===== src/rtl/scan_sequencer_if.sv =====
// Bundles the scan sequencer's control inputs and its scan outputs.
// The master modport drives the controls; the slave modport is the sequencer itself.
interface scan_sequencer_if #(
    parameter int DWELL_W = 8
) ();
    logic               en;
    logic               mode;
    logic               dir;
    logic [DWELL_W-1:0] dwell;
    logic               load;
    logic [2:0]         load_val;
    logic [2:0]         sel;
    logic               tick;
    logic               wrap;
    logic               done;
    logic               busy;

    modport master (
        output en, mode, dir, dwell, load, load_val,
        input  sel, tick, wrap, done, busy
    );

    modport slave (
        input  en, mode, dir, dwell, load, load_val,
        output sel, tick, wrap, done, busy
    );
endinterface


===== src/rtl/scan_sequencer.sv =====
// Registered 3-bit channel-index generator for the downstream 3-to-8 decoder:
// steps sel up or down at a programmable dwell rate, continuous or single sweep.
//
// state  | meaning
// -------+-----------------------------------------------
// S_IDLE | waiting for en; sel held, dwell counter clear
// S_RUN  | dwell counting and stepping sel
// S_DONE | single sweep finished; sel held at wrap value
module scan_sequencer #(
    parameter int DWELL_W = 8
) (
    input  logic                clk,
    input  logic                rst,
    scan_sequencer_if.slave     bus
);

    typedef enum logic [1:0] {
        S_IDLE = 2'd0,
        S_RUN  = 2'd1,
        S_DONE = 2'd2
    } state_t;

    state_t             state_q, state_d;
    logic [DWELL_W-1:0] cnt_q, cnt_d;
    logic [2:0]         sel_q, sel_d;
    logic               tick_q, tick_d;
    logic               wrap_q, wrap_d;

    logic [2:0]         sel_step;
    logic               step_wraps;
    logic               step_due;

    // dir only matters at the step cycle, so the step value is formed combinationally.
    always_comb begin
        if (bus.dir) begin
            sel_step   = sel_q - 3'd1;
            step_wraps = (sel_q == 3'd0);
        end else begin
            sel_step   = sel_q + 3'd1;
            step_wraps = (sel_q == 3'd7);
        end
    end

    // >= rather than == so that shrinking dwell below cnt forces a prompt step.
    assign step_due = (cnt_q >= bus.dwell);

    always_comb begin
        state_d = state_q;
        cnt_d   = cnt_q;
        sel_d   = sel_q;
        tick_d  = 1'b0;
        wrap_d  = 1'b0;

        case (state_q)
            S_IDLE: begin
                cnt_d = '0;
                if (bus.load) begin
                    sel_d = bus.load_val;
                end
                if (bus.en) begin
                    state_d = S_RUN;
                end
            end

            S_RUN: begin
                if (!bus.en) begin
                    state_d = S_IDLE;
                    cnt_d   = '0;
                    if (bus.load) begin
                        sel_d = bus.load_val;
                    end
                end else if (bus.load) begin
                    sel_d = bus.load_val;
                    cnt_d = '0;
                end else if (step_due) begin
                    sel_d  = sel_step;
                    cnt_d  = '0;
                    tick_d = 1'b1;
                    wrap_d = step_wraps;
                    if (step_wraps && bus.mode) begin
                        state_d = S_DONE;
                    end
                end else begin
                    cnt_d = cnt_q + 1'b1;
                end
            end

            S_DONE: begin
                cnt_d = '0;
                if (bus.load) begin
                    sel_d   = bus.load_val;
                    state_d = bus.en ? S_RUN : S_IDLE;
                end else if (!bus.en) begin
                    state_d = S_IDLE;
                end
            end

            default: begin
                state_d = S_IDLE;
                cnt_d   = '0;
            end
        endcase
    end

    always_ff @(posedge clk) begin
        if (rst) begin
            state_q <= S_IDLE;
            cnt_q   <= '0;
            sel_q   <= 3'd0;
            tick_q  <= 1'b0;
            wrap_q  <= 1'b0;
        end else begin
            state_q <= state_d;
            cnt_q   <= cnt_d;
            sel_q   <= sel_d;
            tick_q  <= tick_d;
            wrap_q  <= wrap_d;
        end
    end

    assign bus.sel  = sel_q;
    assign bus.tick = tick_q;
    assign bus.wrap = wrap_q;
    assign bus.busy = (state_q == S_RUN);
    assign bus.done = (state_q == S_DONE);

endmodule


===== src/flat_wrapper.sv =====
// flat-port wrapper written by rule: the top's interface ports become plain ports
module scan_sequencer_flat 
#(
    parameter int DWELL_W = 8
)
  (clk, rst, bus_en, bus_mode, bus_dir, bus_dwell, bus_load, bus_load_val, bus_sel, bus_tick, bus_wrap, bus_done, bus_busy);
  scan_sequencer_if #(.DWELL_W(DWELL_W)) bus_i ();
  input  logic clk;
  input  logic rst;
  input wire logic [$bits(bus_i.en)-1:0] bus_en;
  input wire logic [$bits(bus_i.mode)-1:0] bus_mode;
  input wire logic [$bits(bus_i.dir)-1:0] bus_dir;
  input wire logic [$bits(bus_i.dwell)-1:0] bus_dwell;
  input wire logic [$bits(bus_i.load)-1:0] bus_load;
  input wire logic [$bits(bus_i.load_val)-1:0] bus_load_val;
  output wire logic [$bits(bus_i.sel)-1:0] bus_sel;
  output wire logic [$bits(bus_i.tick)-1:0] bus_tick;
  output wire logic [$bits(bus_i.wrap)-1:0] bus_wrap;
  output wire logic [$bits(bus_i.done)-1:0] bus_done;
  output wire logic [$bits(bus_i.busy)-1:0] bus_busy;
  assign bus_i.en = bus_en;
  assign bus_i.mode = bus_mode;
  assign bus_i.dir = bus_dir;
  assign bus_i.dwell = bus_dwell;
  assign bus_i.load = bus_load;
  assign bus_i.load_val = bus_load_val;
  assign bus_sel = bus_i.sel;
  assign bus_tick = bus_i.tick;
  assign bus_wrap = bus_i.wrap;
  assign bus_done = bus_i.done;
  assign bus_busy = bus_i.busy;
  scan_sequencer #(.DWELL_W(DWELL_W)) u_core (.clk(clk), .rst(rst), .bus(bus_i));
endmodule

===== config.mk =====
export PLATFORM = sky130hd
export DESIGN_NAME = scan_sequencer_flat
export DESIGN_NICKNAME = d
export VERILOG_FILES = /design/src/rtl/scan_sequencer_if.sv /design/src/rtl/scan_sequencer.sv /design/src/flat_wrapper.sv
export SDC_FILE = /design/constraint.sdc
export NUM_CORES = 1
export LEC_CHECK = 0
export CORE_ASPECT_RATIO = 1.4
export CORE_MARGIN = 3
export CORE_UTILIZATION = 28
export CTS_CLUSTER_SIZE = 20
export DETAILED_ROUTE_END_ITERATION = 8
export GPL_ROUTABILITY_DRIVEN = 0
export PLACE_DENSITY = 0.51
export SLEW_MARGIN = 20
export SYNTH_ARGS = -nofsm -noshare
export SYNTH_HDL_FRONTEND = slang
export SYNTH_SLANG_ARGS = --single-unit
export TNS_END_PERCENT = 50

===== constraint.sdc =====
create_clock -name clk -period 1.9 [get_ports clk]
set_input_delay 0.38 -clock clk [delete_from_list [all_inputs] [get_ports clk]]
set_output_delay 0.38 -clock clk [all_outputs]
set_load 0.05 [all_outputs]

# Yosys cells after proc, flatten, opt, wreduce, memory -nomap -nowiden
# Cells that the tools add are included.
# word_totals
mem_bits_ro,0
elab_cells,48
memories,0
reg_bits,15
latch_bits,0
ram_bits,0
# classes
addsub,3
n_shift,0
bitwise_logic,3
div,0
eq_ne,9
order_cmp,1
n_reduce_logical,10
mux,17
n_mul,0
# op_table
operator,count
2-to-1 mux 3 bit,5
2-to-1 mux 2 bit,7
OR reduction 5 bit,2
adder 8 x 1 -> 8 bit (second input constant),1
greater-or-equal comparator 8 bit,1
!= test 3 x 2 -> 1 bit (second input constant),2
!= test 3 bit (second input constant),2
one-hot mux 2 bit (3 select lines),1
one-hot mux 3 bit (2 select lines),1
AND reduction 5 bit,1
!= test 4 x 3 -> 1 bit (second input constant),1
OR reduction 4 bit,1
adder 3 x 1 -> 3 bit (second input constant),1
== test 3 bit (second input constant),1
zero test 3 bit,1
2-to-1 mux 1 bit,3
NOT 1 bit,3
subtractor 3 x 1 -> 3 bit (second input constant),1
== test 2 x 1 -> 1 bit (second input constant),1
== test 2 bit (second input constant),1
zero test 2 bit,1
!= test 2 bit (second input constant),1
AND reduction 2 bit,1
nonzero test 2 bit,1
2 further kinds,2

# Longest topological paths before layout
# logic_depth
word_depth,8
depth_mapped,8
ltp_nobuf,7

# Worst setup path before layout
# OpenSTA, ideal clock, no wires.
# synth_path
kind,reg-to-reg
start,"reg u_core.sel_q[0], in the netlist u_core.bus.sel[0]"
end,"reg u_core.sel_q[1], in the netlist u_core.bus.sel[1]"
t_arrival_ps,1897
n_path_buf,0
path_stages_with_launch,7
setup_slack_ps,-76
path_cell_list,dfxtp_1 inv_1 fa_1 a311oi_1 a21oi_1 o211a_1 a211oi_2
# synth_between
elab_chain_cells,6
elab_cells_between_ends,7
classes_between,add/sub (2); mux (5)
# synth_lines
element,line,text
start: declaration,scan_sequencer.sv:25,"logic [2:0] sel_q, sel_d;"
start signal: assignment,scan_sequencer.sv:115,sel_q <= sel_d;
adder 3 x 1 -> 3 bit / subtractor 3 x 1 -> 3 bit (equally long branches),"scan_sequencer.sv:39, scan_sequencer.sv:36",
2-to-1 mux 3 bit *,scan_sequencer.sv:35,if (bus.dir) begin
2-to-1 mux 3 bit *,scan_sequencer.sv:75,end else if (step_due) begin
2-to-1 mux 3 bit *,scan_sequencer.sv:72,end else if (bus.load) begin
2-to-1 mux 3 bit *,scan_sequencer.sv:66,if (!bus.en) begin
one-hot mux 3 bit (2 select lines) *,scan_sequencer.sv:54,case (state_q)
# Mark *: on every way between the ends. The rest lies on a longest branch, timed or not. The select of a mux whose other input is x is not followed.
# A chain may end at the register's enable or synchronous reset.

# Worst setup path in the final report
# layout_path
start,in bus_dwell[4]
end,reg u_core.state_q[1]
# layout_between
elab_chain_cells,3
# layout_lines
element,line,text
start: declaration,flat_wrapper.sv:13,input wire logic [$bits(bus_i.dwell)-1:0] bus_dwell;
greater-or-equal comparator 8 bit,scan_sequencer.sv:45,assign step_due = (cnt_q >= bus.dwell);
!= test 3 x 2 -> 1 bit (no source line),n/a,
AND reduction 5 bit (no source line),n/a,
end signal: assignment,scan_sequencer.sv:113,state_q <= state_d;
end: declaration,scan_sequencer.sv:23,"state_t state_q, state_d;"
# No other way between the ends.

==> metrics.md <==
| Metric | Value |
|---|---|
| Outcome | `completed` |
| HP Class | `flop to flop` |
| Reg area | `303 µm²` |
| Reg clk slew, reported paths | `~0.06 ns` |
| Fin area | `1550 µm²` |
| Top cells by area, synth | `dfxtp_1, ha_1, inv_1` |
| Pwr/cell area | `about 490 nW/µm²` |
| RSZ-0062 raised after global routing | `no` |
| Starting Density | `0.301` |
| Fmax | `545 MHz` |
| Worst-Skew Late Latency | `0.24 ns` |
| Final cycle utilization of the critical path | `0.966` |
| Area leader, netlist | `dfxtp_1` |
| DP HPWL | `1960 µm` |
| Largest net degree at the start of global routing | `9` |
| Worst vdd ir | `around 270 µV` |
| Setup TNS | `0 ns` |
| Kind of critical path | `input port to flop` |
| Fill count | `322` |
| Mapped Area | `977 µm²` |
| CTS root buf | `clkbuf_8` |
| Nets | `180` |
| IO Port Bufs | `23` |
| Total gr overflow | `0` |
| Gr usage total | `0.133` |
| Total wire length | `2570 µm` |
| Placed Cells | `187` |
| WL/cell | `13.4 µm` |
| PnR worst setup slack | `0.0654 ns` |
| Net count of the mapped netlist | `143` |
| Die area | `between 4000 and 5000 µm²` |
| Setup crit end kind | `flop` |
| First-pass DRT Iterations | `4` |
| Number of DRC markers in iteration 0 | `29` |
| Slew Limit Fails | `0` |
| Fin Clk Skew | `slightly below 0.0008 ns` |
| Post-synth top cells | `dfxtp_1, inv_1, ha_1` |
| Min Tclk post-route | `~1.8 ns` |
| First-pass GRT wire length | `about 4500 µm` |
| Vias in the first global route | `1018` |
| Core area | `between 3000 and 4000 µm²` |
| WP data arrival | `1.96 ns` |
| Final Power | `0.000753 W` |
| Hold Fails Final Rpt | `0` |
| Post-Syn Instances | `116` |
| Die H | `75.9 µm` |
| # clock sinks | `15` |
| Non-filler cells, final | `191` |
| Proportion of layout cells with a drive suffix above 1 | `0.368` |
| Vias | `934` |
| Clk buf depth | `2` |
| Place WS | `-0.631 ns` |
| #FFs+latches synth | `15` |
| Worst setup SP type | `input port` |
| Post-CTS Setup Bufs | `0` |
| Synth Area per Inst | `8.42 µm²` |
| Synth warn | `0` |
| Critical Path RT | `2.02 ns` |
| Initial antenna violation count | `0` |
| Async SR Flop Fraction | `0` |
| Synth Flop Type | `dfxtp_1` |
| Rel. slew slack | `0.666` |
| Die width | `55.9 µm` |
| TritonCTS clock tree | `done` |
| Post-synth EDFFs | `0` |
| Slew @ Worst Pin | `0.499 ns` |
| Setup violators final | `0` |
| P&R area growth vs syn | `58.3%` |
| Num CTS Buffers | `3` |
| Site row count | `24` |
| Top-count cell post-synth | `dfxtp_1` |
| Placed Area | `1340 µm²` |
| CP Max Fanout | `7` |
| Top-Level Pins | `24` |
| Multi-input gate area | `767 µm²` |
| Count of cell types in the netlist | `36` |
| Max cap viols | `0` |
| Antenna Nets Post-Route | `0` |
| Leak | `0.634 nW` |
| # DRC | `0` |
| DR vias/cell | `slightly below 5` |
| N_diodes | `0` |
| Post-synthesis sequential area ratio | `0.307` |
| Max H-tree Level | `1` |
| Post-synth top area share | `0.307` |
registers in the layout, indices dropped and copies added (netlist names):
signal	flops
u_core.state_q	2
u_core.bus.wrap	1
u_core.bus.tick	1
u_core.cnt_q	8
u_core.bus.sel	3
cells in the final DEF (no fill, tap or decap), types with 2 or more instances in the layout:
master,instances
nor2b_1,2
ha_1,2
ha_2,2
dfxtp_1,13
dlymetal6s2s_1,2
inv_1,9
dlygate4sd2_1,5
buf_4,12
ha_4,5
nand2_1,5
nand3_1,7
and3_1,2
clkbuf_8,3
nor2_2,8
o21a_1,2
clkdlybuf4s50_1,10
clkdlybuf4s15_1,2
a21oi_1,5
nand2b_1,3
xor2_1,6
dfxtp_2,2
nor2_1,6
buf_12,2
a21oi_4,2
inv_2,5
metrics by stage:
step                 util  hold WS, ns
floorplan               -        0.437
global placement    0.414        0.523
detailed placement  0.414        0.529
CTS                 0.462        0.541
global route        0.477        0.577
finish              0.477        0.535
routing by layer:
| metal | vias up | track usage | share of wire |
|---|---|---|---|
| li1 | 469 | - | - |
| met1 | 438 | 0.127 | 0.37 |
| met2 | 23 | 0.255 | 0.57 |
| met3 | 4 | 0.0272 | 0.042 |
| met4 | 0 | 0.0713 | 0.012 |
| met5 | - | 0 | 0 |
repair_timing:
action	CTS	global route
pin swaps	21	7
gates resized for setup	31	11
gates cloned	0	0
hold buffers	0	0
hold endpoints to repair	0	0
endpoints found under the setup margin	15	12
where the power goes:
part	internal (W)	switching (W)	total (W)
clock	0.000148	0.000101	0.000249
combinational	0.0000849	0.0000894	0.000174
sequential	0.000322	0.00000799	0.000330
cell type report:
type | instances | share of cell area
Multi-Input combinational cell | 85 | 0.496
Timing Repair Buffer | 34 | 0.214
Sequential cell | 15 | 0.196
Inverter | 14 | 0.0340
Tap cell | 39 | 0.0316
Clock buffer | 4 | 0.0291
critical path, stage by stage:
cell           delay, ns
dlygate4sd2_1       0.21
inv_2               0.04
ha_4                0.16
or4_4               0.49
a21oi_4             0.15
o31ai_4             0.13
buf_6               0.16
a41oi_2             0.18
nor3_2              0.05
cells by family (layout without fill, tap and decap cells):
family / count (synthesis) / after routing / share of synthesized area
AO/OA/AOI/OAI: 22 / 22 / 0.169
AND/OR/NAND/NOR: 46 / 46 / 0.256
XOR/XNOR: 7 / 7 / 0.0627
adder cells (fa/ha/maj): 10 / 10 / 0.136
buffers and inverters: 16 / 52 / 0.0691
flip-flops: 15 / 15 / 0.307
final timing paths:
| check | start | endpoint | slack (ns) | depth (start not counted) |
|---|---|---|---|---|
| setup / recovery | bus_dwell[4] | u_core.state_q[1] | 0.07 | 9 |
| setup reg to reg | u_core.cnt_q[1] | u_core.state_q[1] | 0.08 | 7 |
| hold / removal | u_core.cnt_q[0] | u_core.cnt_q[0] | 0.53 | 2 |
| hold reg to reg | u_core.cnt_q[0] | u_core.cnt_q[0] | 0.53 | 2 |
Note: power is estimated with default switching activity, not from simulation.
